`src/rtl/simple_bus_if.sv`:
```
// Request/response handshake and simple-bus channels between a command source,
// simple_bus_master and a bus responder.
interface simple_bus_if #(
    parameter int unsigned ADDR_WIDTH = 32,
    parameter int unsigned DATA_WIDTH = 32
);
    logic                  req_valid;
    logic                  req_ready;
    logic                  req_write;
    logic [ADDR_WIDTH-1:0] req_addr;
    logic [DATA_WIDTH-1:0] req_wdata;

    logic                  rsp_valid;
    logic                  rsp_ready;
    logic                  rsp_write;
    logic [DATA_WIDTH-1:0] rsp_rdata;
    logic                  rsp_err;

    logic [ADDR_WIDTH-1:0] waddr;
    logic [DATA_WIDTH-1:0] wdata;
    logic                  wr_en;
    logic                  wr_ready;
    logic [ADDR_WIDTH-1:0] raddr;
    logic                  rd_en;
    logic [DATA_WIDTH-1:0] rdata;
    logic                  rd_ready;

    modport master (
        input  req_valid, req_write, req_addr, req_wdata,
        output req_ready,
        output rsp_valid, rsp_write, rsp_rdata, rsp_err,
        input  rsp_ready,
        output waddr, wdata, wr_en, raddr, rd_en,
        input  wr_ready, rdata, rd_ready
    );

    modport slave (
        output req_valid, req_write, req_addr, req_wdata,
        input  req_ready,
        input  rsp_valid, rsp_write, rsp_rdata, rsp_err,
        output rsp_ready,
        input  waddr, wdata, wr_en, raddr, rd_en,
        output wr_ready, rdata, rd_ready
    );
endinterface

```
`src/rtl/simple_bus_master.sv`:
```
// Simple-bus initiator: buffers read/write commands in a FIFO and issues them one at a
// time, returning one response per command (read data or timeout error).
module simple_bus_master #(
    parameter int unsigned ADDR_WIDTH     = 32,
    parameter int unsigned DATA_WIDTH     = 32,
    parameter int unsigned FIFO_DEPTH     = 4,
    parameter int unsigned TIMEOUT_CYCLES = 16
) (
    input  logic                        clk,
    input  logic                        rst_n,
    simple_bus_if.master                bus,
    output logic                        busy,
    output logic [$clog2(FIFO_DEPTH):0] fifo_count
);
    localparam int unsigned PTR_W = $clog2(FIFO_DEPTH);
    localparam int unsigned CNT_W = PTR_W + 1;
    localparam int unsigned TMR_W = $clog2(TIMEOUT_CYCLES);
    localparam logic [CNT_W-1:0] DEPTH_C  = CNT_W'(FIFO_DEPTH);
    // Timer value at the edge where it would reach TIMEOUT_CYCLES-1
    localparam logic [TMR_W-1:0] TMR_TRIP = TMR_W'(TIMEOUT_CYCLES - 2);

    typedef struct packed {
        logic                  write;
        logic [ADDR_WIDTH-1:0] addr;
        logic [DATA_WIDTH-1:0] wdata;
    } cmd_t;

    typedef enum logic [1:0] {ST_IDLE, ST_ISSUE, ST_RESP} state_t;

    state_t                state_q, state_d;
    cmd_t                  fifo_mem [FIFO_DEPTH];
    cmd_t                  head;
    logic [PTR_W-1:0]      wr_ptr_q, rd_ptr_q;
    logic [CNT_W-1:0]      count_q, count_d;
    logic                  push, pop;
    logic [TMR_W-1:0]      timer_q, timer_d;
    logic                  cmd_write_q, cmd_write_d;
    logic                  wr_en_q, wr_en_d, rd_en_q, rd_en_d;
    logic [ADDR_WIDTH-1:0] waddr_q, waddr_d, raddr_q, raddr_d;
    logic [DATA_WIDTH-1:0] wdata_q, wdata_d;
    logic                  rsp_valid_q, rsp_valid_d, rsp_write_q, rsp_write_d;
    logic                  rsp_err_q, rsp_err_d;
    logic [DATA_WIDTH-1:0] rsp_rdata_q, rsp_rdata_d;
    logic                  busy_q, busy_d;

    assign bus.req_ready = (count_q < DEPTH_C);
    assign push          = bus.req_valid && bus.req_ready;
    assign head          = fifo_mem[rd_ptr_q];

    // Command storage; no reset needed, occupancy is tracked by count_q
    always_ff @(posedge clk) begin
        if (push) begin
            fifo_mem[wr_ptr_q] <= cmd_t'({bus.req_write, bus.req_addr, bus.req_wdata});
        end
    end

    always_comb begin
        count_d = count_q;
        case ({push, pop})
            2'b10:   count_d = count_q + CNT_W'(1);
            2'b01:   count_d = count_q - CNT_W'(1);
            default: count_d = count_q;
        endcase
    end

    // Next-state and registered-output logic
    always_comb begin
        state_d     = state_q;
        timer_d     = timer_q;
        cmd_write_d = cmd_write_q;
        wr_en_d     = wr_en_q;
        rd_en_d     = rd_en_q;
        waddr_d     = waddr_q;
        wdata_d     = wdata_q;
        raddr_d     = raddr_q;
        rsp_valid_d = rsp_valid_q;
        rsp_write_d = rsp_write_q;
        rsp_err_d   = rsp_err_q;
        rsp_rdata_d = rsp_rdata_q;
        pop         = 1'b0;

        case (state_q)
            ST_IDLE: begin
                if (count_q != '0) begin
                    pop         = 1'b1;
                    state_d     = ST_ISSUE;
                    timer_d     = '0;
                    cmd_write_d = head.write;
                    if (head.write) begin
                        wr_en_d = 1'b1;
                        waddr_d = head.addr;
                        wdata_d = head.wdata;
                    end else begin
                        rd_en_d = 1'b1;
                        raddr_d = head.addr;
                    end
                end
            end
            ST_ISSUE: begin
                timer_d = timer_q + TMR_W'(1);
                // Only the ready of the channel in use counts
                if (cmd_write_q ? bus.wr_ready : bus.rd_ready) begin
                    wr_en_d     = 1'b0;
                    rd_en_d     = 1'b0;
                    state_d     = ST_RESP;
                    rsp_valid_d = 1'b1;
                    rsp_write_d = cmd_write_q;
                    rsp_err_d   = 1'b0;
                    rsp_rdata_d = cmd_write_q ? '0 : bus.rdata;
                end else if (timer_q == TMR_TRIP) begin
                    wr_en_d     = 1'b0;
                    rd_en_d     = 1'b0;
                    state_d     = ST_RESP;
                    rsp_valid_d = 1'b1;
                    rsp_write_d = cmd_write_q;
                    rsp_err_d   = 1'b1;
                    rsp_rdata_d = '0;
                end
            end
            ST_RESP: begin
                if (bus.rsp_ready) begin
                    rsp_valid_d = 1'b0;
                    state_d     = ST_IDLE;
                end
            end
            default: state_d = ST_IDLE;
        endcase

        busy_d = (state_d != ST_IDLE) || (count_d != '0);
    end

    always_ff @(posedge clk or negedge rst_n) begin
        if (!rst_n) begin
            state_q     <= ST_IDLE;
            wr_ptr_q    <= '0;
            rd_ptr_q    <= '0;
            count_q     <= '0;
            timer_q     <= '0;
            cmd_write_q <= 1'b0;
            wr_en_q     <= 1'b0;
            rd_en_q     <= 1'b0;
            waddr_q     <= '0;
            wdata_q     <= '0;
            raddr_q     <= '0;
            rsp_valid_q <= 1'b0;
            rsp_write_q <= 1'b0;
            rsp_err_q   <= 1'b0;
            rsp_rdata_q <= '0;
            busy_q      <= 1'b0;
        end else begin
            state_q     <= state_d;
            wr_ptr_q    <= push ? wr_ptr_q + PTR_W'(1) : wr_ptr_q;
            rd_ptr_q    <= pop  ? rd_ptr_q + PTR_W'(1) : rd_ptr_q;
            count_q     <= count_d;
            timer_q     <= timer_d;
            cmd_write_q <= cmd_write_d;
            wr_en_q     <= wr_en_d;
            rd_en_q     <= rd_en_d;
            waddr_q     <= waddr_d;
            wdata_q     <= wdata_d;
            raddr_q     <= raddr_d;
            rsp_valid_q <= rsp_valid_d;
            rsp_write_q <= rsp_write_d;
            rsp_err_q   <= rsp_err_d;
            rsp_rdata_q <= rsp_rdata_d;
            busy_q      <= busy_d;
        end
    end

    assign bus.wr_en     = wr_en_q;
    assign bus.rd_en     = rd_en_q;
    assign bus.waddr     = waddr_q;
    assign bus.wdata     = wdata_q;
    assign bus.raddr     = raddr_q;
    assign bus.rsp_valid = rsp_valid_q;
    assign bus.rsp_write = rsp_write_q;
    assign bus.rsp_err   = rsp_err_q;
    assign bus.rsp_rdata = rsp_rdata_q;
    assign busy          = busy_q;
    assign fifo_count    = count_q;
endmodule
```
`src/flat_wrapper.sv`:
```
// flat-port wrapper written by rule: the top's interface ports become plain ports
module simple_bus_master_flat 
#(
    parameter int unsigned ADDR_WIDTH     = 32,
    parameter int unsigned DATA_WIDTH     = 32,
    parameter int unsigned FIFO_DEPTH     = 4,
    parameter int unsigned TIMEOUT_CYCLES = 16
)
  (clk, rst_n, busy, fifo_count, bus_req_valid, bus_req_write, bus_req_addr, bus_req_wdata, bus_req_ready, bus_rsp_valid, bus_rsp_write, bus_rsp_rdata, bus_rsp_err, bus_rsp_ready, bus_waddr, bus_wdata, bus_wr_en, bus_raddr, bus_rd_en, bus_wr_ready, bus_rdata, bus_rd_ready);
  simple_bus_if #(.ADDR_WIDTH(ADDR_WIDTH), .DATA_WIDTH(DATA_WIDTH)) bus_i ();
  input  logic clk;
  input  logic rst_n;
  output logic busy;
  output logic [$clog2(FIFO_DEPTH):0] fifo_count;
  input wire logic [$bits(bus_i.req_valid)-1:0] bus_req_valid;
  input wire logic [$bits(bus_i.req_write)-1:0] bus_req_write;
  input wire logic [$bits(bus_i.req_addr)-1:0] bus_req_addr;
  input wire logic [$bits(bus_i.req_wdata)-1:0] bus_req_wdata;
  output wire logic [$bits(bus_i.req_ready)-1:0] bus_req_ready;
  output wire logic [$bits(bus_i.rsp_valid)-1:0] bus_rsp_valid;
  output wire logic [$bits(bus_i.rsp_write)-1:0] bus_rsp_write;
  output wire logic [$bits(bus_i.rsp_rdata)-1:0] bus_rsp_rdata;
  output wire logic [$bits(bus_i.rsp_err)-1:0] bus_rsp_err;
  input wire logic [$bits(bus_i.rsp_ready)-1:0] bus_rsp_ready;
  output wire logic [$bits(bus_i.waddr)-1:0] bus_waddr;
  output wire logic [$bits(bus_i.wdata)-1:0] bus_wdata;
  output wire logic [$bits(bus_i.wr_en)-1:0] bus_wr_en;
  output wire logic [$bits(bus_i.raddr)-1:0] bus_raddr;
  output wire logic [$bits(bus_i.rd_en)-1:0] bus_rd_en;
  input wire logic [$bits(bus_i.wr_ready)-1:0] bus_wr_ready;
  input wire logic [$bits(bus_i.rdata)-1:0] bus_rdata;
  input wire logic [$bits(bus_i.rd_ready)-1:0] bus_rd_ready;
  assign bus_i.req_valid = bus_req_valid;
  assign bus_i.req_write = bus_req_write;
  assign bus_i.req_addr = bus_req_addr;
  assign bus_i.req_wdata = bus_req_wdata;
  assign bus_req_ready = bus_i.req_ready;
  assign bus_rsp_valid = bus_i.rsp_valid;
  assign bus_rsp_write = bus_i.rsp_write;
  assign bus_rsp_rdata = bus_i.rsp_rdata;
  assign bus_rsp_err = bus_i.rsp_err;
  assign bus_i.rsp_ready = bus_rsp_ready;
  assign bus_waddr = bus_i.waddr;
  assign bus_wdata = bus_i.wdata;
  assign bus_wr_en = bus_i.wr_en;
  assign bus_raddr = bus_i.raddr;
  assign bus_rd_en = bus_i.rd_en;
  assign bus_i.wr_ready = bus_wr_ready;
  assign bus_i.rdata = bus_rdata;
  assign bus_i.rd_ready = bus_rd_ready;
  simple_bus_master #(.ADDR_WIDTH(ADDR_WIDTH), .DATA_WIDTH(DATA_WIDTH), .FIFO_DEPTH(FIFO_DEPTH), .TIMEOUT_CYCLES(TIMEOUT_CYCLES)) u_core (.clk(clk), .rst_n(rst_n), .bus(bus_i), .busy(busy), .fifo_count(fifo_count));
endmodule
```
`config.mk`:
```
export PLATFORM = sky130hd
export DESIGN_NAME = simple_bus_master_flat
export DESIGN_NICKNAME = d
export VERILOG_FILES = /design/src/rtl/simple_bus_if.sv /design/src/rtl/simple_bus_master.sv /design/src/flat_wrapper.sv
export SDC_FILE = /design/constraint.sdc
export NUM_CORES = 1
export LEC_CHECK = 0
export ABC_CLOCK_PERIOD_IN_PS = 3330
export CAP_MARGIN = 0
export CORE_MARGIN = 8
export CORE_UTILIZATION = 45
export DETAILED_ROUTE_END_ITERATION = 12
export PLACE_DENSITY_LB_ADDON = 0.15
export SETUP_SLACK_MARGIN = 0.3
export SLEW_MARGIN = 40
export SYNTH_ARGS = -nofsm -noshare
export SYNTH_HDL_FRONTEND = slang
export SYNTH_SLANG_ARGS = --single-unit
export TNS_END_PERCENT = 5
```
`constraint.sdc`:
```
create_clock -name clk -period 3.33 [get_ports clk]
set_clock_uncertainty 0.2 [all_clocks]
set_input_delay 0.666 -clock clk [delete_from_list [all_inputs] [get_ports clk]]
set_output_delay 0.666 -clock clk [all_outputs]
set_load 0.03 [all_outputs]
```
[Word level (Yosys, flattened, before mapping)]
Memories as Yosys holds them, arrays and structs flattened.
Cells that the tools add are included.
Cells by class
  equal/unequal tests: 10
  add/sub/neg operators: 5
  muxes and demuxes: 31
  order comparisons: 1
  bitwise operators: 1
  reduce and logical (&&, ||, !) cells: 17
Operators by type and width (number)
  $mux W32: 3
  $mux W1: 17
  $reduce_and A3 Y1: 3
  $mux W2: 4
  $pmux W4 S2: 1
  $reduce_and A4 Y1: 2
  $reduce_bool A2 Y1: 4
  $pmux W1 S2: 3
  $pmux W2 S3: 1
  $pmux W3 S2: 1
  $reduce_and A2 Y1: 3
  $reduce_bool A3 Y1: 2
  $add A2 B1 Y2 const B: 2
  $add A4 B1 Y4 const B: 1
  $eq A2 B1 Y1 const B: 2
  $eq A2 B2 Y1 const B: 2
  $eq A4 B4 Y1 const B: 1
  $mux W4: 1
  $ne A2 B1 Y1 const B: 2
  $ne A2 B2 Y1 const B: 2
  $add A3 B1 Y3 const B: 1
  $lt A3 B3 Y1 const B: 1
  $ne A3 B1 Y1 const B: 1
  $sub A3 B1 Y3 const B: 1
  4 further kinds: 4
Word-level totals
  logic and storage cells: 82
  memory bits (writable): 260
  flip-flop bits (word level): 148
  bits of input ports: 103
  output and inout bits: 138
  memories: 1
Memories
  u_core.fifo_mem: words 4, bits a word 65, rd ports 1, clocked after Yosys merged registers in 0, write ports 1, line simple_bus_master.sv:31  | cmd_t fifo_mem [FIFO_DEPTH];

[Longest topological paths before layout]
  depth in word-level cells: 7
  depth in mapped cells: 12
  gate-level depth less buffers: 11

[Least setup slack after synthesis]
No wires, ideal clock.
  kind: input -> register
  start point: in bus_req_valid
  end point: mem u_core.fifo_mem[2][0] in the netlist's numbering (enable)
  data required time: 2700 ps
  library setup time: 430 ps
  stages on the path: 3
  path slack: 132 ps
  path buffers: 1
  data arrival time: 2568 ps
  path through: nor2b_1 > clkbuf_1 > and2_1
Between the ends
  cells in the longest elaborated chain, start to end: 3
RTL lines
  start: declaration: line flat_wrapper.sv:15  | input wire logic [$bits(bus_i.req_valid)-1:0] bus_req_valid;
  $logic_and A1 B1 Y1: line simple_bus_master.sv:47  | assign push = bus.req_valid && bus.req_ready;
  $mux W1: line simple_bus_master.sv:52  | if (push) begin
  $mux W1 (not written as such): line simple_bus_master.sv:53  | fifo_mem[wr_ptr_q] <= cmd_t'({bus.req_write, bus.req_addr, bus.req_wdata});
  end: declaration: line simple_bus_master.sv:31
No other way between the ends.

[Worst setup path in the final report]
  start point: reg u_core.count_q[1] (netlist: u_core.fifo_count[1])
  end point: reg u_core.busy_q (netlist: u_core.busy)
Between the ends
  cells in the longest elaborated chain, start to end: 7
  elaborated cells between the ends (all ways): 15
RTL lines
  start: declaration: line simple_bus_master.sv:34  | logic [CNT_W-1:0] count_q, count_d;
  start signal: assignment: line simple_bus_master.sv:154  | count_q <= count_d;
  $reduce_bool A3 Y1 *: line simple_bus_master.sv:84  | if (count_q != '0) begin
  $mux W1 *: line simple_bus_master.sv:84
  $mux W1 *: line simple_bus_master.sv:82  | case (state_q)
  via u_core.pop: line simple_bus_master.sv:35  | logic push, pop;
  $eq A2 B1 Y1 / $eq A2 B2 Y1 (equally long branches): line simple_bus_master.sv:59  | case ({push, pop})
  $pmux W3 S2 *: line simple_bus_master.sv:59
  via u_core.count_d[2]: line simple_bus_master.sv:34
  $reduce_bool A3 Y1 *: line simple_bus_master.sv:129  | busy_d = (state_d != ST_IDLE) || (count_d != '0);
  $logic_or A1 B1 Y1 *: line simple_bus_master.sv:129
  via u_core.busy_d: line simple_bus_master.sv:44  | logic busy_q, busy_d;
  end signal: assignment: line simple_bus_master.sv:166  | busy_q <= busy_d;
  end: declaration: line simple_bus_master.sv:44
Mark *: on every way through the listed nets, which the timed path passes. The rest lies on a longest branch.
A chain may end at the register's enable or synchronous reset.

==> results.md <==
* Routability cong. at 0.7714
* Seq pwr share at ~35%
* Max cap viols at 0
* Pwr/cell area at 1053 nW/um^2
* Die Y at 202.3 um
* Worst Max-Slew Pin Slew at 0.7387 ns
* Design Power at around 21 mW
* Chip width at 202.3 um
* Top delay family on crit path: simple AND/OR/NAND/NOR gates
* IO Count at 241
* Reg2reg path depth at 10
* Final nets at 1,187
* Final Max Tran Viols at 0
* Grt ovf at 0
* Net Sw Frac at 33.36%
* Int Power at 14.12 mW
* Synth Area per Inst at roughly 19 um^2
* Cell Rows at 68
* DR vias at between 7,000 and 8,000
* Hold Path Sink: u_core.bus.rsp_rdata[17]
* Cells after synthesis at 802
* Worst path arrival time at 2.93 ns
* DRC violations left at 0
* Combinational Power Share at between 40 and 50%
* Post-CTS Setup Inserts at 0
* Hold crit path type: flip-flop to flip-flop
* TritonCTS clock tree: yes
* Global routing's busiest layer: met2
* NetSw at 7.070 mW
* Vias per inst at 5.123
* Yosys warns at 0
* Vias in the first global route at 8,734
* First-pass GRT wire length at 51,840 um
* Layout cells sized above 1 at between 20 and 25%
* Status: completed
* Mapped cell area at 15,610 um^2
* Routed wire length at ~33,000 um
* Crit path cell chain: or3_1 -> nand2_2 -> inv_2 -> ha_1 -> inv_1 -> fa_1 -> xor2_1 -> nor2_1 -> xnor2_1 -> or4b_1
* Hpwl dp at 20,670 um
* Fraction of registers with async set/reset at approximately 36%
* Largest fanout on the critical path at 6
* Core area at 34,370 um^2
* Relative slew slack at 50.75%
* HP Start: u_core.bus.rsp_rdata[17]
* Starting Density at 45.42%
* Final core occ at 58.57%
* Worst setup margin at 0.5928 ns
* Clk network pwr share at a little under a quarter
* Startpoint types: flip-flop
* Post-CTS resize count at 0
* Number of routed nets with antenna violations at 0
* Place WS at 0.2910 ns
* Clock root buffer: clkbuf_16
* Dpl cell area at 18,620 um^2
* EDFF count, synth at 260
* Critical path class: flip-flop to flip-flop
* PortBufs at 240
* Fmax at 365.3 MHz
* Clk slew on worst S/H paths at 0.06 ns
* RSZ-0062 raised after global routing: false
* Met2 Use GR at 25.74%
* Clk sink count at about 410
* Num CTS Buffers at 43
* Unique masters post-synth at 46
* Min cycle time layout at 2.737 ns
* P&R area growth vs syn at 28.94%
* GR Util met1 at 21.45%
* M3 GR Usage at 4.579%
* Final Cycle Share at 82.20%
* Worst VDD drop at 0.0007218 V
* CP peak stage delay at 0.47 ns
* H-tree depth at 2
* CP max-delay cell: or4b_1
* Clock Latency Late Sink at 0.52 ns
* Worst r2r src: u_core.fifo_count[1]
* Reg2Reg Setup Slack at 0.59 ns
* Synthesis-stage register bit count at 408
* Setup crit end kind: flip-flop
* Final hold viol count at 0
* CP required at 3.52 ns
* Lkg Pwr at 7.597 nW
* WL/cell at 20.97 um
* Initial antenna violation count at 2
* Initial drt markers at 435
* GRT Total Usage at 15.97%
* First drt pass iteration count at 4
* Sum Neg Setup Slack at 0 ns
* Final instance area at 20,130 um^2
* Synth Flop Type: edfxtp_1
* Sequential area share after synthesis at 73.73%
* Syn Nets at 917
* Largest net degree at the start of global routing at 67
* Longest Clk Path Bufs at 3
* Buf+Inv Stages, Crit Path at 2
* Final setup vio count at 0
* Cells on Worst Hold Path at 2
* R2R Path End: u_core.busy
* Die area at 40,910 um^2
* Antenna Cells at 0
-- cells in the mapped netlist, types with 6 or more instances --
cell type,n,share of area [%]
nand2_1,73,1.8
buf_2,11,0.35
clkbuf_1,15,0.36
mux2_4,49,4.7
dfrtp_1,148,24
buf_12,6,0.77
inv_1,13,0.31
mux2_2,47,3.4
ha_1,11,0.88
nand3_1,35,1.1
mux4_2,65,9.4
nor2_1,6,0.14
edfxtp_1,260,50
a21oi_1,6,0.19
xnor2_1,6,0.34
-- tightest hold or removal path: cells and delay by family, from the launching register on --
family,cells,cell delay (ns)
flip-flops,1,0.33
AND/OR/NAND/NOR,2,0.10
-- metrics by stage --
stage / hold WS [ns] / cells
2_1_floorplan: 0.1704 / 802
3_3_place_gp: 0.2493 / 1481
3_5_place_dp: 0.2567 / 1481
4_1_cts: 0.2689 / 1561
5_1_grt: 0.2871 / 1561
6_report: 0.2623 / 1561
-- state kept, by name, indices dropped and copies added, names as in the netlist --
| register | cells |
|---|---|
| u_core.bus.rsp_valid | 1 |
| u_core.busy | 1 |
| u_core.bus.rsp_write | 1 |
| u_core.fifo_mem | 260 |
| u_core.bus.rsp_err | 1 |
| u_core.bus.waddr | 32 |
| u_core.state_q | 2 |
| u_core.bus.wr_en | 1 |
| u_core.timer_q | 4 |
| u_core.bus.rd_en | 1 |
| u_core.fifo_count | 3 |
| u_core.wr_ptr_q | 2 |
| u_core.cmd_write_q | 1 |
| u_core.bus.raddr | 32 |
| u_core.bus.wdata | 32 |
| u_core.rd_ptr_q | 2 |
| u_core.bus.rsp_rdata | 32 |
-- kinds of logic after synthesis --
logic type,count (synthesis),synth area share (%)
AO/OA/AOI/OAI,22,0.9457
XOR/XNOR,7,0.3927
adder cells (fa/ha/maj),12,1.010
buffers and inverters,53,2.252
flip-flops,408,73.73
multiplexers,164,17.69
AND/OR/NAND/NOR,136,3.983
-- per-layer routing --
| metal | vias to the layer above | wire length, um |
|---|---|---|
| li1 | 3610 | - |
| met5 | - | 22 |
| met1 | 4113 | 14310 |
| met4 | 4 | 459 |
| met2 | 231 | 15800 |
| met3 | 39 | 2146 |
-- how the worst max path moves through the flow --
stage	from	slack, ns	cells after the start	end
final	u_core.fifo_count[1]	0.59	10	u_core.busy
after global routing	u_core.fifo_count[1]	0.42	10	u_core.busy
after CTS	u_core.fifo_count[1]	0.57	10	u_core.busy
after detailed placement	bus_req_valid	0.29	10	u_core.busy
after global placement	bus_req_valid	0.33	10	u_core.busy
after floorplan	bus_req_valid	0.13	3	u_core.fifo_mem[3][0]
-- area by class of cell --
class / count / area (um^2)
well taps: 455 / 569.3
multi-input cells: 341 / 3782
flip-flops and latches: 408 / 11520
clock buffers: 59 / 1229
fillers: 2615 / 14240
inverters: 14 / 52.55
clock inverters: 20 / 276.5
repair buffers: 264 / 2703
-- power groups by stage --
| stage | Combinational (mW) | Sequential, mW | Clock, mW |
|---|---|---|---|
| 2_1_floorplan | 4.30 | 9.15 | 0 |
| 3_3_place_gp | 8.78 | 7.57 | 0 |
| 3_5_place_dp | 8.84 | 7.60 | 0 |
| 4_1_cts | 8.88 | 7.52 | 5.13 |
| 5_1_grt | 9.29 | 7.66 | 5.34 |
| 6_report | 8.70 | 7.49 | 5.00 |
-- repair_timing --
action	4_1_cts	5_1_grt
endpoints found under the setup margin	0	0
hold buffers	1	0
endpoints found under the hold margin	48	0
-- cell usage in the layout (no fill, tap or decap), drive strengths merged, types with 2 or more instances in the layout --
master         netlist  layout
edfxtp             260     260
clkdlybuf4s50        0     239
dfrtp              148     148
mux2                98      98
nand2               75      75
mux4                65      65
clkbuf              15      59
nand3               35      35
buf                 24      24
inv                 14      14
clkinv               0      12
ha                  11      11
bufinv               0       7
nor2                 7       7
xnor2                6       6
a21oi                6       6
o21ai                5       5
and2                 5       5
nand2b               3       3
nor2b                3       3
o2bb2ai              2       2
a31oi                2       2
nor3                 2       2
(Power assumes the default switching activity.)
